==> src/rtl/vend_seq_ctrl.sv <==
`default_nettype none
// ============================================================================
// Module      : vend_seq_ctrl
// Description : Coin-operated vending sequencer: collects 5/10 coins, drives
//               the dispenser handshake with timeout, and pays out change.
// Revision    : 1.0  initial release
// ============================================================================
module vend_seq_ctrl #(
    parameter int PRICE       = 15,
    parameter int MAX_CREDIT  = 25,
    parameter int ACK_TIMEOUT = 16
) (
    input  logic       clk,
    input  logic       rst,
    input  logic       in5,
    input  logic       in10,
    input  logic       cancel,
    input  logic       disp_ack,
    input  logic       chg_ack,
    output logic       disp_req,
    output logic       chg_req,
    output logic       out,
    output logic       coin_rej,
    output logic       fault,
    output logic [4:0] credit,
    output logic       busy
);

    typedef enum logic [1:0] {
        S_IDLE     = 2'd0,
        S_COLLECT  = 2'd1,
        S_DISPENSE = 2'd2,
        S_CHANGE   = 2'd3
    } state_t;

    localparam int              c_TMO_W    = (ACK_TIMEOUT > 1) ? $clog2(ACK_TIMEOUT) : 1;
    localparam logic [c_TMO_W-1:0] c_TMO_LAST = c_TMO_W'(ACK_TIMEOUT - 1);
    localparam logic [c_TMO_W-1:0] c_TMO_ONE  = c_TMO_W'(1);
    localparam logic [4:0]      c_PRICE    = 5'(PRICE);
    localparam logic [5:0]      c_MAX      = 6'(MAX_CREDIT);
    localparam logic [4:0]      c_COIN5    = 5'd5;
    localparam logic [4:0]      c_COIN10   = 5'd10;

    state_t               r_state_q;
    state_t               w_state_d;
    logic [4:0]           r_credit_q;
    logic [4:0]           w_credit_d;
    logic [c_TMO_W-1:0]   r_tmo_q;
    logic [c_TMO_W-1:0]   w_tmo_d;
    logic                 r_disp_req_q;
    logic                 w_disp_req_d;
    logic                 r_chg_req_q;
    logic                 w_chg_req_d;
    logic                 r_out_q;
    logic                 w_out_d;
    logic                 r_coin_rej_q;
    logic                 w_coin_rej_d;
    logic                 r_fault_q;
    logic                 w_fault_d;
    logic                 r_busy_q;
    logic                 w_busy_d;

    logic                 w_coin_any;
    logic                 w_coin_one;
    logic [4:0]           w_coin_val;
    logic [5:0]           w_coin_sum;
    logic                 w_can_take;
    logic                 w_coin_ok;
    logic [4:0]           w_after_vend;

    assign w_coin_any   = in5 | in10;
    assign w_coin_one   = in5 ^ in10;
    assign w_coin_val   = in10 ? c_COIN10 : c_COIN5;
    assign w_coin_sum   = {1'b0, r_credit_q} + {1'b0, w_coin_val};
    assign w_can_take   = (r_state_q == S_IDLE) || (r_state_q == S_COLLECT);
    assign w_coin_ok    = w_coin_one && w_can_take && (w_coin_sum <= c_MAX);
    assign w_after_vend = r_credit_q - c_PRICE;

    always_comb begin
        w_state_d    = r_state_q;
        w_credit_d   = r_credit_q;
        w_tmo_d      = '0;
        w_out_d      = 1'b0;
        w_fault_d    = 1'b0;
        w_coin_rej_d = w_coin_any && !w_coin_ok;

        case (r_state_q)
            S_IDLE, S_COLLECT: begin
                if (w_coin_ok) begin
                    w_credit_d = w_coin_sum[4:0];
                    w_state_d  = (w_coin_sum[4:0] >= c_PRICE) ? S_DISPENSE : S_COLLECT;
                end
                // A coin landing together with cancel is counted, then refunded.
                if ((r_state_q == S_COLLECT) && cancel) begin
                    w_state_d = S_CHANGE;
                end
            end
            S_DISPENSE: begin
                if (disp_ack) begin
                    w_credit_d = w_after_vend;
                    w_out_d    = 1'b1;
                    w_state_d  = (w_after_vend != 5'd0) ? S_CHANGE : S_IDLE;
                end else if (r_tmo_q == c_TMO_LAST) begin
                    w_fault_d  = 1'b1;
                    w_state_d  = S_CHANGE;
                end else begin
                    w_tmo_d    = r_tmo_q + c_TMO_ONE;
                end
            end
            S_CHANGE: begin
                if (r_credit_q == 5'd0) begin
                    w_state_d = S_IDLE;
                end else if (chg_ack) begin
                    w_credit_d = r_credit_q - c_COIN5;
                    if (r_credit_q == c_COIN5) begin
                        w_state_d = S_IDLE;
                    end
                end
            end
            default: begin
                w_state_d  = S_IDLE;
                w_credit_d = 5'd0;
            end
        endcase

        w_disp_req_d = (w_state_d == S_DISPENSE);
        w_chg_req_d  = (w_state_d == S_CHANGE) && (w_credit_d != 5'd0);
        w_busy_d     = (w_state_d != S_IDLE);
    end

    always_ff @(posedge clk) begin
        if (!rst) begin
            r_state_q    <= S_IDLE;
            r_credit_q   <= 5'd0;
            r_tmo_q      <= '0;
            r_disp_req_q <= 1'b0;
            r_chg_req_q  <= 1'b0;
            r_out_q      <= 1'b0;
            r_coin_rej_q <= 1'b0;
            r_fault_q    <= 1'b0;
            r_busy_q     <= 1'b0;
        end else begin
            r_state_q    <= w_state_d;
            r_credit_q   <= w_credit_d;
            r_tmo_q      <= w_tmo_d;
            r_disp_req_q <= w_disp_req_d;
            r_chg_req_q  <= w_chg_req_d;
            r_out_q      <= w_out_d;
            r_coin_rej_q <= w_coin_rej_d;
            r_fault_q    <= w_fault_d;
            r_busy_q     <= w_busy_d;
        end
    end

    assign disp_req = r_disp_req_q;
    assign chg_req  = r_chg_req_q;
    assign out      = r_out_q;
    assign coin_rej = r_coin_rej_q;
    assign fault    = r_fault_q;
    assign credit   = r_credit_q;
    assign busy     = r_busy_q;

endmodule
`default_nettype wire

==> config.mk <==
export PLATFORM = sky130hd
export DESIGN_NAME = vend_seq_ctrl
export DESIGN_NICKNAME = d
export VERILOG_FILES = /design/src/rtl/vend_seq_ctrl.sv
export SDC_FILE = /design/constraint.sdc
export NUM_CORES = 1
export LEC_CHECK = 0
export BUFFER_PORTS_ARGS = -buffer_cell sky130_fd_sc_hd__buf_2
export CORE_ASPECT_RATIO = 1.5
export CORE_UTILIZATION = 25
export DETAILED_ROUTE_END_ITERATION = 12
export GPL_ROUTABILITY_DRIVEN = 0
export GPL_TIMING_DRIVEN = 0
export PLACE_DENSITY_LB_ADDON = 0.08
export SLEW_MARGIN = 20
export SYNTH_ARGS = -nofsm -noshare
export SYNTH_HDL_FRONTEND = slang
export SYNTH_SLANG_ARGS = --single-unit
export TNS_END_PERCENT = 5
==> constraint.sdc <==
create_clock -name clk -period 6.5 [get_ports clk]
set_input_delay 0.65 -clock clk [delete_from_list [all_inputs] [get_ports clk]]
set_output_delay 0.65 -clock clk [all_outputs]
set_load 0.03 [all_outputs]
# Word level (Yosys, flattened, before mapping)
# Cells that the tools add are included.
# op_classes
n_lt_le_gt_ge	2
n_reduce_logical	16
add_sub_neg	4
n_mux	18
n_bitwise	4
n_eq_ne	7
# ops
cell	count
$mux W5	4
$mux W2	9
$pmux W5 S3	1
$reduce_bool A5 Y1	2
$eq A2 B2 Y1 const B	4
$add A5 B4 Y6	1
$le A6 B5 Y1 const B	1
$pmux W2 S3	1
$eq A5 B3 Y1 const B	1
$ge A5 B4 Y1 const B	1
$logic_and A1 B1 Y1	5
$logic_not A5 Y1	1
$sub A5 B3 Y5 const B	1
$sub A5 B4 Y5 const B	1
$add A4 B1 Y4 const B	1
$eq A4 B4 Y1 const B	1
$mux W4	1
$reduce_or A4 Y1	1
$reduce_or A3 Y1	1
$eq A2 B1 Y1 const B	1
$logic_not A2 Y1	1
$mux W1	2
$not A1 Y1	2
$reduce_and A2 Y1	1
6 further kinds	6
# totals
regBits	17
out_inout_bits	11

# Longest topological paths before layout
# depth
ltp_word	9
depth_mapped	10
mapped_depth_nobuf	10

# Least setup slack after synthesis
# Ideal clock, no wire load.
# synth_path
kind	input-to-reg
startpoint	input port in10
endpoint	register r_chg_req_q, in the netlist chg_req
arrival_time_ns	2.847
n_path_buf	0
path_stages	10
setup_time_ns	0.132
path_slack_ns	3.521
t_required_ns	6.368
cell_sequence	inv_1 ha_1 fa_1 a21o_1 a211o_1 nand4_1 nand3_1 a221o_1 nor3_2 a311oi_1
# synth_between
elab_chain_cells	9
# synth_lines
element	line	text
start, declared	16	input logic in10,
$mux W4	73	assign w_coin_val = in10 ? c_COIN10 : c_COIN5;
$add A5 B4 Y6	74	assign w_coin_sum = {1'b0, r_credit_q} + {1'b0, w_coin_val};
$ge A5 B4 Y1 / $le A6 B5 Y1 (equally long branches)	91, 76	
$mux W2 / $logic_and A1 B1 Y1 (equally long branches)	91, 76	
$mux W2	89	if (w_coin_ok) begin
$mux W2	94	if ((r_state_q == S_COLLECT) && cancel) begin
$pmux W2 S3	87	case (r_state_q)
$eq A2 B2 Y1	127	w_chg_req_d = (w_state_d == S_CHANGE) && (w_credit_d != 5'd0);
$logic_and A1 B1 Y1 *	127	
end signal, assigned	147	r_chg_req_q <= w_chg_req_d;
end, declared	52	logic r_chg_req_q;
# Mark *: on every way between the ends. The rest lies on a longest branch, timed or not.
# A chain may end at the register's enable or synchronous reset.

# Worst setup path after layout
# Ends and elaborated chain as after synthesis.

==> impl_metrics.csv <==
group,metric,value,unit
run_status,status,"complete, no violations",
clock_network,cts_setup_buffers,0,
clock_network,cts_resized,0,
sta,setup_violations,0,
sta,max_freq,0.3044,GHz
floorplan,start_util,25.99,%
pwr,switching_power,0.3540,mW
floorplan,ioPinCount,18,
sta,skew,0.006368,ns
critical_path,crit_fanout,6,
pwr,seq_power_share,24.0,%
sta,hold_slack,0.4548,ns
floorplan,rows,31,
detailed_routing,post_drt_via_cell_ratio,4.756,
critical_path,worst_setup_path_start_kind,"primary input",
synthesis,synth_top_flop_cell,"dfxtp_1",
critical_path,endpoint_kind,"flop",
floorplan,die-area,0.005334,mm^2
pwr,p_comb_share,65.1,%
clock_network,cts.path.max_buffers,2,
sta,maxSlewHeadroom,68.04,%
floorplan,die_w,59.97,um
critical_path,required,6.63,ns
layout,antenna_cells,0,
synthesis,synthCells,155,
worst_hold_path,hold_class,"reg2reg",
sta,hold_viol_final,0,
placed_design,place_inst,238,
sta,max_slew.worst_pin.slew,0.4788,ns
global_routing,grt_pass1_vias,1180,
sta,fin_crit_sh,50.54,%
floorplan,core_area,0.004848,mm^2
clock_network,cts_buffers,3,
pwr,power.density,486.5,mW/mm^2
synthesis,ys_ff_latch,17,
sta,fin_crit,3.285,ns
critical_path,worstSetupPathType,"in2reg",
sta,slew_violations,0,
pwr,p_int,0.3631,mW
floorplan,die_height,88.95,um
global_routing,grtUsageTotal,14.18,%
synthesis,synth_edf_count,0,
detailed_routing,wl_per_cell,14.23,um
global_routing,grt_max_degree,11,
synthesis,synth_cell_types,46,
pwr,p_total,0.7171,mW
detailed_routing,vias,1151,
clock_network,cts-root-buf,"clkbuf_8",
detailed_routing,ant_nets,0,
clock_network,clock-sinks,17,
detailed_routing,drcViolationCount,0,
placed_design,port_buffers,17,
clock_network,clkTransAtPathRegs,0.07,ns
detailed_routing,drt_iter0_drc,28,
sta,fin_tns_setup,0,ns
synthesis,async_flop_share,0,%
clock_network,htree_levels,1,
global_routing,grt_pass1_wl,5.589,mm
detailed_routing,routed_wl,3.444,mm
synthesis,syn_nets,173,
pwr,sw_frac_of_total,49.36,%
layout,stdcell_count,242,
clock_network,holdBufCountCts,0,
sta,worst_slack,3.215,ns
layout,drive_gt1_share,17.05,%
placed_design,place_hpwl,2.741,mm
clock_network,clock_latency,0.26,ns
clock_network,cts_tree,"yes",
run,cap_viol_max_count,0,
layout,areaGrowthSynthToFinish,16.98,%
placed_design,dpl_worst_slack,2.938,ns
detailed_routing,first_pass_iters,4,
critical_path,worstPathArrival,3.42,ns
synthesis,yosysSeqAreaShare,27.01,%
layout,finish.net_count,195,
synthesis,netlist_area,0.001260,mm^2
pwr,p_leak,0.6504,nW
pwr,clkPwrFrac,11.0,%
global_routing,grt-ovfl-total,0,
pwr,peakVddDrop,0.1418,mV
sta,rsz0062_at_grt,"false",
synthesis,yosys_warnings,0,
global_routing,antenna_found_initial,0,
synthesis,syn-mean-instance-area,8.129,um^2
layout by cell type, fill, tap and decap left out, types with 2 or more instances in the layout:
| cell | count |
|---|---|
| dfxtp_1 | 17 |
| o211ai_1 | 3 |
| a21oi_1 | 7 |
| nor2_1 | 15 |
| a22oi_1 | 2 |
| clkbuf_8 | 3 |
| clkbuf_1 | 3 |
| nand3b_1 | 2 |
| o221ai_1 | 2 |
| o21ai_1 | 5 |
| nor3_1 | 3 |
| xor2_1 | 2 |
| a31oi_1 | 3 |
| o21ai_0 | 4 |
| nor2b_1 | 5 |
| mux2i_1 | 2 |
| buf_2 | 19 |
| nand4_1 | 2 |
| nand3_1 | 6 |
| nand2_1 | 11 |
| and2_1 | 3 |
| a211o_1 | 2 |
| inv_1 | 11 |
| a21o_1 | 2 |
| a211oi_1 | 2 |
| and3_1 | 3 |
| o31ai_1 | 2 |
| a221o_1 | 2 |
| xnor2_1 | 5 |
| ha_1 | 10 |
path summary, 6_finish.rpt:
kind	startpoint	end	slack [ns]	depth (start not counted)
setup reg to reg	credit[0]	chg_req	3.35	9
setup / recovery	in10	chg_req	3.22	11
hold reg to reg	r_tmo_q[0]	r_tmo_q[0]	0.45	1
hold / removal	r_tmo_q[0]	r_tmo_q[0]	0.45	1
cells in the mapped netlist, drive strengths merged (2+ instances only):
library cell | instances | share of area (%)
nor2b | 5 | 2.5
a21oi | 7 | 2.8
o221ai | 2 | 1.4
a221o | 2 | 1.6
xor2 | 2 | 1.4
a21o | 2 | 1.2
nand3b | 2 | 1.2
dfxtp | 17 | 27
nand2 | 11 | 3.3
nand4 | 2 | 0.99
mux2i | 2 | 1.6
a211o | 2 | 1.4
o211ai | 3 | 1.8
nor3 | 4 | 2.0
inv | 11 | 3.3
clkbuf | 3 | 0.89
o21ai | 9 | 3.6
a211oi | 2 | 1.2
and3 | 4 | 2.4
buf | 3 | 1.7
nand3 | 6 | 2.4
xnor2 | 5 | 3.5
a31oi | 3 | 1.5
o31ai | 2 | 1.2
ha | 10 | 9.9
mux2 | 2 | 1.8
nor2 | 15 | 4.5
a22oi | 2 | 1.2
and2 | 3 | 1.5
cells by family (layout without fill, tap and decap cells):
kind of cell,after synthesis,count (layout),synth area share (%)
mux,4,4,3.376
simple gates,56,56,23.44
xor+xnor,7,7,4.866
buf+inv,17,38,5.859
compound gates,43,43,23.93
flops,17,17,27.01
fa+ha+maj,11,11,11.52
power groups by stage:
stage	Clock [mW]	Combinational [mW]	Sequential [mW]
detailed placement	0	0.467	0.174
global route	0.0867	0.518	0.176
global placement	0	0.466	0.175
floorplan	0	0.313	0.208
finish	0.0787	0.467	0.172
CTS	0.0813	0.469	0.172
worst max-delay path, cell delays in order:
cell and delay [ns]:
buf_2 0.14, inv_1 0.09, ha_1 0.26, fa_1 0.48, a21o_1 0.22, a211o_1 0.33, nand4_1 0.20, nand3_1 0.29
a221o_1 0.43, nor3_2 0.20, a311oi_1 0.11
stage by stage:
step	utilization [%]	cell area [um^2]
2_1_floorplan	-	1260
3_3_place_gp	29.45	1428
3_5_place_dp	29.45	1428
4_1_cts	30.40	1474
5_1_grt	30.40	1474
6_report	30.40	1474
per-layer routing:
| layer | wire length, um | vias to the layer above | GRT usage [%] | share of wire [%] |
|---|---|---|---|---|
| met4 | 76 | 0 | 5.497 | 2.2 |
| met3 | 67 | 7 | 1.447 | 1.9 |
| met1 | 1504 | 522 | 16.04 | 44 |
| met2 | 1797 | 18 | 26.46 | 52 |
| met5 | 0 | - | 0 | 0 |
| li1 | - | 604 | - | - |
layout make-up:
class                   count  area (um^2)
plain buffers               6        32.53
clock buffers               3        41.29
clock inverters             1        5.005
fillers                   534         3374
inverters                  11        41.29
multi-input cells         121        845.8
flip-flops and latches     17        340.3
well taps                  66        82.58
repair buffers             17        85.08
registers in the layout (all words and copies together), names as in the netlist:
signal	count
chg_req	1
out	1
r_tmo_q	4
credit	5
r_state_q	2
busy	1
coin_rej	1
disp_req	1
fault	1
Power figures use the tool's default switching activity.
